==> config.mk <==
export PLATFORM = sky130hd
export DESIGN_NAME = seg_scan_driver_flat
export DESIGN_NICKNAME = d
export VERILOG_FILES = /design/src/rtl/seg_scan_driver_if.sv /design/src/rtl/seg_scan_driver.sv /design/src/flat_wrapper.sv
export SDC_FILE = /design/constraint.sdc
export NUM_CORES = 1
export LEC_CHECK = 0
export BUFFER_PORTS_ARGS = -buffer_cell sky130_fd_sc_hd__buf_2
export CAP_MARGIN = 0
export CORE_MARGIN = 1
export CORE_UTILIZATION = 50
export CTS_BUF_LIST = sky130_fd_sc_hd__clkbuf_8
export CTS_CLUSTER_DIAMETER = 120
export DETAILED_ROUTE_END_ITERATION = 8
export PLACE_DENSITY = 0.72
export RECOVER_POWER = 100
export SLEW_MARGIN = 20
export SYNTH_ARGS = -nofsm -noshare
export SYNTH_HDL_FRONTEND = slang
export SYNTH_SLANG_ARGS = --single-unit
==> constraint.sdc <==
create_clock -name clock -period 8.9 [get_ports clock]
set_input_delay 1.78 -clock clock [delete_from_list [all_inputs] [get_ports clock]]
set_output_delay 1.78 -clock clock [all_outputs]
set_load 0.05 [all_outputs]
==> src/rtl/seg_scan_driver_if.sv <==
// Display-side bundle between the ALU test board logic and the scan driver.
interface seg_scan_driver_if;
  logic [31:0] data_in;
  logic [1:0]  flags_in;
  logic        load;
  logic        page_sel;
  logic        auto_page;
  logic        blank_lz;
  logic [3:0]  AN;
  logic [7:0]  dig;
  logic [1:0]  LED;
  logic        page_out;

  modport master (
    output data_in, flags_in, load, page_sel, auto_page, blank_lz,
    input  AN, dig, LED, page_out
  );

  modport slave (
    input  data_in, flags_in, load, page_sel, auto_page, blank_lz,
    output AN, dig, LED, page_out
  );
endinterface

==> src/rtl/seg_scan_driver.sv <==
// Registered 4-digit 7-segment scan driver for the ALU result word.
// Captures a 32-bit snapshot plus flags, then scans one 16-bit page at a time.
// The page is selected manually or toggled automatically every AUTO_PAGE_SCANS frames.
module seg_scan_driver #(
  parameter int SCAN_DIV        = 260000,
  parameter int AUTO_PAGE_SCANS = 256
) (
  input  logic             clock,
  input  logic             rst_n,
  seg_scan_driver_if.slave bus
);

  localparam int SW = (SCAN_DIV > 1) ? $clog2(SCAN_DIV) : 1;
  localparam int FW = (AUTO_PAGE_SCANS > 1) ? $clog2(AUTO_PAGE_SCANS) : 1;
  localparam logic [SW-1:0] SLOT_LAST  = SW'(SCAN_DIV - 1);
  localparam logic [FW-1:0] FRAME_LAST = FW'(AUTO_PAGE_SCANS - 1);

  logic [31:0]   snap_q, snap_d;
  logic [1:0]    flags_q, flags_d;
  logic [SW-1:0] slot_q, slot_d;
  logic [1:0]    idx_q, idx_d;
  logic          page_q, page_d;
  logic [FW-1:0] frame_q, frame_d;
  logic [3:0]    an_q, an_d;
  logic [7:0]    dig_q, dig_d;

  logic          tick;
  logic [2:0]    nib_sel;
  logic [3:0]    nib;
  logic          zero_hi;
  logic          blank;
  logic          dp_n;
  logic [7:0]    seg;

  // Active-low segment patterns {a..g,dp}; dp is left off here and patched in later.
  function automatic logic [7:0] seg7(input logic [3:0] v);
    logic [7:0] s;
    case (v)
      4'h0: s = 8'h03;
      4'h1: s = 8'h9F;
      4'h2: s = 8'h25;
      4'h3: s = 8'h0D;
      4'h4: s = 8'h99;
      4'h5: s = 8'h49;
      4'h6: s = 8'h41;
      4'h7: s = 8'h1F;
      4'h8: s = 8'h01;
      4'h9: s = 8'h09;
      4'hA: s = 8'h11;
      4'hB: s = 8'hC1;
      4'hC: s = 8'h63;
      4'hD: s = 8'h85;
      4'hE: s = 8'h61;
      default: s = 8'h71;
    endcase
    return s;
  endfunction

  // Scan timing, digit index, paging and snapshot capture.
  always_comb begin
    tick    = (slot_q == SLOT_LAST);
    slot_d  = tick ? '0 : slot_q + 1'b1;
    idx_d   = tick ? idx_q + 1'b1 : idx_q;
    page_d  = page_q;
    frame_d = frame_q;
    snap_d  = bus.load ? bus.data_in : snap_q;
    flags_d = bus.load ? bus.flags_in : flags_q;
    if (!bus.auto_page) begin
      frame_d = '0;
      if (tick) page_d = bus.page_sel;
    end else if (tick && idx_q == 2'd3) begin
      // Count completed frames; page flips only at a frame boundary.
      if (frame_q == FRAME_LAST) begin
        page_d  = ~page_q;
        frame_d = '0;
      end else begin
        frame_d = frame_q + 1'b1;
      end
    end
  end

  // Anode and segment pattern for the digit currently indexed.
  always_comb begin
    nib_sel = {page_q, idx_q};
    nib     = snap_q[{nib_sel, 2'b00} +: 4];
    // Blanking looks at the whole word, so a non-zero upper page keeps page 0 lit.
    zero_hi = ((snap_q >> {nib_sel, 2'b00}) == 32'd0);
    blank   = bus.blank_lz && (nib_sel != 3'd0) && zero_hi;
    // Decimal point on the leftmost digit marks the upper page, even when blanked.
    dp_n    = ~(page_q && (idx_q == 2'd3));
    seg     = seg7(nib);
    dig_d   = blank ? {7'h7F, dp_n} : {seg[7:1], dp_n};
    an_d    = ~(4'b1000 >> idx_q);
  end

  // State and output registers, all cleared asynchronously.
  always_ff @(posedge clock or negedge rst_n) begin
    if (!rst_n) begin
      snap_q  <= '0;
      flags_q <= '0;
      slot_q  <= '0;
      idx_q   <= '0;
      page_q  <= 1'b0;
      frame_q <= '0;
      an_q    <= 4'b1111;
      dig_q   <= 8'hFF;
    end else begin
      snap_q  <= snap_d;
      flags_q <= flags_d;
      slot_q  <= slot_d;
      idx_q   <= idx_d;
      page_q  <= page_d;
      frame_q <= frame_d;
      an_q    <= an_d;
      dig_q   <= dig_d;
    end
  end

  assign bus.AN       = an_q;
  assign bus.dig      = dig_q;
  assign bus.LED      = flags_q;
  assign bus.page_out = page_q;

endmodule
==> src/flat_wrapper.sv <==
// flat-port wrapper written by rule: the top's interface ports become plain ports
module seg_scan_driver_flat 
#(
  parameter int SCAN_DIV        = 260000,
  parameter int AUTO_PAGE_SCANS = 256
)
  (clock, rst_n, bus_data_in, bus_flags_in, bus_load, bus_page_sel, bus_auto_page, bus_blank_lz, bus_AN, bus_dig, bus_LED, bus_page_out);
  seg_scan_driver_if bus_i ();
  input  logic clock;
  input  logic rst_n;
  input wire logic [$bits(bus_i.data_in)-1:0] bus_data_in;
  input wire logic [$bits(bus_i.flags_in)-1:0] bus_flags_in;
  input wire logic [$bits(bus_i.load)-1:0] bus_load;
  input wire logic [$bits(bus_i.page_sel)-1:0] bus_page_sel;
  input wire logic [$bits(bus_i.auto_page)-1:0] bus_auto_page;
  input wire logic [$bits(bus_i.blank_lz)-1:0] bus_blank_lz;
  output wire logic [$bits(bus_i.AN)-1:0] bus_AN;
  output wire logic [$bits(bus_i.dig)-1:0] bus_dig;
  output wire logic [$bits(bus_i.LED)-1:0] bus_LED;
  output wire logic [$bits(bus_i.page_out)-1:0] bus_page_out;
  assign bus_i.data_in = bus_data_in;
  assign bus_i.flags_in = bus_flags_in;
  assign bus_i.load = bus_load;
  assign bus_i.page_sel = bus_page_sel;
  assign bus_i.auto_page = bus_auto_page;
  assign bus_i.blank_lz = bus_blank_lz;
  assign bus_AN = bus_i.AN;
  assign bus_dig = bus_i.dig;
  assign bus_LED = bus_i.LED;
  assign bus_page_out = bus_i.page_out;
  seg_scan_driver #(.SCAN_DIV(SCAN_DIV), .AUTO_PAGE_SCANS(AUTO_PAGE_SCANS)) u_core (.clock(clock), .rst_n(rst_n), .bus(bus_i));
endmodule
* Word level (Yosys, flattened, before mapping) *
Memories as Yosys holds them, arrays and structs flattened.
Cells that the tools add are included.

word-level totals
  output and inout bits = 15
  ROM bits = 112
  bits of input ports = 40
  register bits after elaboration = 75
  memories = 1

operators by class
  equal/unequal tests = 5
  mux-type cells = 9
  reductions and logical operators = 8
  shift-type cells = 3
  add/sub/neg operators = 3
  bitwise logic cells = 3

memory list
  memory           words  bits a word  read ports  clocked after memory_dff  write ports  line                   text
  (no name shown)  16     7            1           0                         0            seg_scan_driver.sv:38  case (v)

operators with widths
  cell                                                                count
  32-bit zero test                                                    1
  8-bit two-way mux                                                   4
  32-bit by 6-bit indexed part select with 4-bit output               1
  32-bit by 5-bit right shift with 32-bit output                      1
  18-bit by 1-bit adder with 18-bit output, second input constant     1
  18-bit equality test, second input constant                         1
  18-bit two-way mux                                                  1
  8-bit by 1-bit adder with 8-bit output, second input constant       1
  8-bit equality test, second input constant                          1
  1-bit logical AND                                                   4
  1-bit two-way mux                                                   4
  2-bit by 1-bit != test with 1-bit output, second input constant     2
  4-bit inverter                                                      1
  4-bit by 2-bit right shift with 4-bit output, first input constant  1
  3-bit AND reduction                                                 1
  3-bit nonzero test                                                  1
  2-bit by 1-bit adder with 2-bit output, second input constant       1
  2-bit equality test, second input constant                          1
  1-bit inverter                                                      2
  2-bit nonzero test                                                  1

* Logic depth before layout (Yosys ltp) *
  word-level depth = 4
  gate-level depth with buffers = 10
  depth with buffers taken out = 8

* Worst setup path after synthesis *
No wires, ideal clock.

  kind = register to register
  start point = register u_core.idx_q[0]
  end point = register u_core.dig_q[4] (netlist: u_core.bus.dig[4])
  buffers on the path = 2
  arrival time = 2.856 ns
  path slack = 5.986 ns
  period minus slack after synthesis = 2.914 ns
  cell stages (with the launch flop) = 11
  required time = 8.842 ns
  setup time = 0.058 ns
  path through = dfrtp_1 -> clkbuf_1 -> buf_2 -> mux4_2 -> mux2i_1 -> ha_1 -> o211ai_1 -> a311oi_1 -> o211ai_1 -> nor3_2 -> or2_2

on the way
  cells in the longest elaborated chain, start to end = 4
  elaborated cells between the ends (all ways) = 8

RTL lines
  what                                                            line                    text
  start, declared                                                 seg_scan_driver.sv:21   logic [1:0] idx_q, idx_d;
  start signal, assigned                                          seg_scan_driver.sv:111  idx_q <= idx_d;
  branches (longest 3 deep; another with memory read 16 x 7 bit)  --
  8-bit two-way mux *                                             seg_scan_driver.sv:92   dig_d = blank ? {7'h7F, dp_n} : {seg[7:1], dp_n};
  named net u_core.dig_d[4]                                       seg_scan_driver.sv:25   logic [7:0] dig_q, dig_d;
  end signal, assigned                                            seg_scan_driver.sv:115  dig_q <= dig_d;
  end, declared                                                   seg_scan_driver.sv:25

Mark *: on every way through the listed nets, which the timed path passes.
A chain may end at the register's enable or synchronous reset.

==> metrics <==
status complete, but fails checks; violated checks max-capacitance violations, max-slew violations; library cells used by synthesis 48; CORE AREA 7290 um^2; Pins Over Slew Limit 111; final cell count without fillers between 400 and 500; vias approximately 2700; post-synthesis cell area about 3800 um^2; Synth Area in Compound Gates under 10%; CP endpoint kind async pin; # port buffers 54; Hold Buf Count CTS 0; Setup Buffers After CTS 0; count leader, synth dfrtp_1; syn avg cell area about 11 um^2; worst path cell trace buf_2, clkbuf_1; CTS Root Cell clkbuf_8; Hold Fails Final Rpt 0; WL/cell between 15 and 20 um; placed insts roughly 470; Slew HR -163%; global-route wire length before repair approximately 12 mm; post-CTS sizing 0; dpl hpwl around 5.3 mm; CTS Sinks 75; area leader, netlist dfrtp_1; CP max FO 75; Setup TNS 0 ns; maximum buffer depth of the clock tree 2; synth cell count leaders dfrtp_1 (63), mux2_2 (34), nor2_1 (28); Post-Synth XOR/XNOR Area under 10%; Seq/Total Area, Yosys 50.0%; Critical Path Max Stage Delay between 2 and 3 ns; Synth Area in Adders between 3 and 4%; die height 89.0 um; CP Launch Type input port; max-cap violations 2; Rows 31; CP top delay family buffers and inverters; gpl congestion between 0.9 and 1; grt met2 use approximately 30%; DR iter-0 viols 233; CTS tree done; largest net degree at the start of global routing 76; Synth Instances around 330; Worst Path Required roughly 8.4 ns; Pre-antenna DRT Iters 4; Synth Register Bits 75; I/O pin total 55; fraction of registers with async set/reset 100%; PwrDens between 150 and 200 nW/um^2; initial antenna violation count 0; RSZ-0062 raised after global routing false; Simple-Gate Fraction of Synth Area 15.2%; vias in the first global route between 2000 and 3000; largest family of logic cells by synthesized area multiplexers; grt total ovfl 0; yosys warns 0; TritonCTS buffer count 9; Post-synth EDFFs 0; Nets 437; ys flop type dfrtp_1; area grow syn2layout 13.5%; slowest cell on the critical path clkbuf_1; Area contributors post-synth dfrtp_1 (42%), mux2_2 (10%), dfstp_2 (8.3%); min Tclk post-route between 5 and 6 ns; Leak about 1.8 nW; Vias/cell roughly 5.5; Net Count, Synth 385; Setup violations, final 0; Worst-path clk slew 0.08 ns; fin crit share ~58%; actual slew at the worst max-slew pin 3.94 ns; GRT met3 Usage between 4 and 5%; mux share of post-synthesis cell area 16.5%; clk_lat worst skew ~0.34 ns; drt total wl about 7.3 mm; Die X approximately 89 um; Worst Path Arrival 4.67 ns; # diodes 0; H-tree depth 3; clk_skew about 0.01 ns; layout cell share with drive strength beyond 1 roughly 29%; busiest grt layer met1; die area approximately 7900 um^2; Synth top area share approximately two fifths; met1 Use GR about 30%; Hold Crit Class flip-flop to flip-flop; maximum VDD drop ~0.11 mV; Residual DRC 0; initial core utilization between 50% and 60%; Total GRT Usage roughly 20%; post-detailed-route count of antenna-violating nets 0; Worst Path Class, Setup input port to async pin; buffers and inverters on the worst path 2; Max Fclk a little under 200 MHz
## cell families (layout without fill, tap and decap cells)
family,Yosys count,count (layout)
AND/OR/NAND/NOR,110,110
flip-flops,75,75
multiplexers,48,48
AO/OA/AOI/OAI,41,41
buffers and inverters,28,85
XOR/XNOR,19,19
adder cells (fa/ha/maj),12,12
## cell type report
class	count	area (um^2)
tap	99	124
sequential	75	1890
clock inverter	6	57.6
inverter	13	48.8
fill	642	2990
timing repair buffer	56	258
multi-input combinational	230	1780
clock buffer	10	138
## flip-flops by register name, summed over array words and instances, names as in the netlist
signal	flops
u_core.bus.AN	4
u_core.frame_q	8
u_core.snap_q	32
u_core.bus.dig	8
u_core.bus.LED	2
u_core.slot_q	18
u_core.bus.page_out	1
u_core.idx_q	2
## through the flow
step	hold WS (ns)	instance area (um^2)	total power, mW	setup WS [ns]	utilization (%)
floorplan	0.455	3790	0.454	5.99	-
global placement	0.474	4140	0.486	5.74	56.8
detailed placement	0.479	4140	0.488	5.56	56.8
CTS	0.490	4340	0.748	5.53	59.5
global route	0.517	4300	0.771	2.91	59.0
finish	0.488	4300	0.738	3.78	59.0
## cell usage in the layout (no fill, tap or decap), types with 2 or more instances in the layout
cell	Yosys	final
dfrtp_1	63	63
buf_2	3	38
mux2_2	34	34
nor2_1	28	28
nand3_1	20	20
clkbuf_1	12	18
inv_1	13	14
nand2_1	12	12
ha_1	12	12
dfstp_2	12	12
nor3_1	10	11
xnor2_1	11	11
o21ai_0	11	11
clkbuf_8	0	10
a21oi_1	9	9
nor4_1	8	8
xor2_1	8	8
mux4_2	8	8
and3_1	7	7
nor2b_1	7	7
mux2i_1	6	6
a211oi_1	3	3
a21boi_0	2	3
clkinv_2	0	3
nand4_1	2	2
and2_1	3	2
a22oi_1	2	2
o22ai_1	2	2
o211ai_1	2	2
a221o_1	2	2
nand3b_1	2	2
## power by group
part	total [mW]	internal, mW	switching [mW]
sequential	0.382	0.365	0.0165
clock	0.258	0.135	0.122
combinational	0.0987	0.0395	0.0592
## layer usage
metal / vias up / wire [um]
li1: 1302 / -
met1: 1294 / 3610
met2: 76 / 3310
met3: 15 / 271
met4: 0 / 156
met5: - / 0
## worst paths after layout
check                                             from                       endpoint  slack (ns)  depth (start not counted)
min in group asynchronous                        rst_n  u_core.frame_q[5]$_DFFE_PN0P_        2.88                          2
min                         u_core.slot_q[0]$_DFF_PN0_     u_core.slot_q[0]$_DFF_PN0_        0.49                          1
min reg2reg                 u_core.slot_q[0]$_DFF_PN0_     u_core.slot_q[0]$_DFF_PN0_        0.49                          1
max in group clock         u_core.idx_q[0]$_DFFE_PN0N_    u_core.bus.dig[4]$_DFF_PN1_        5.34                          8
max reg2reg                u_core.idx_q[0]$_DFFE_PN0N_    u_core.bus.dig[4]$_DFF_PN1_        5.34                          8
max                                              rst_n    u_core.slot_q[15]$_DFF_PN0_        3.78                          2
(Power assumes the default switching activity.)
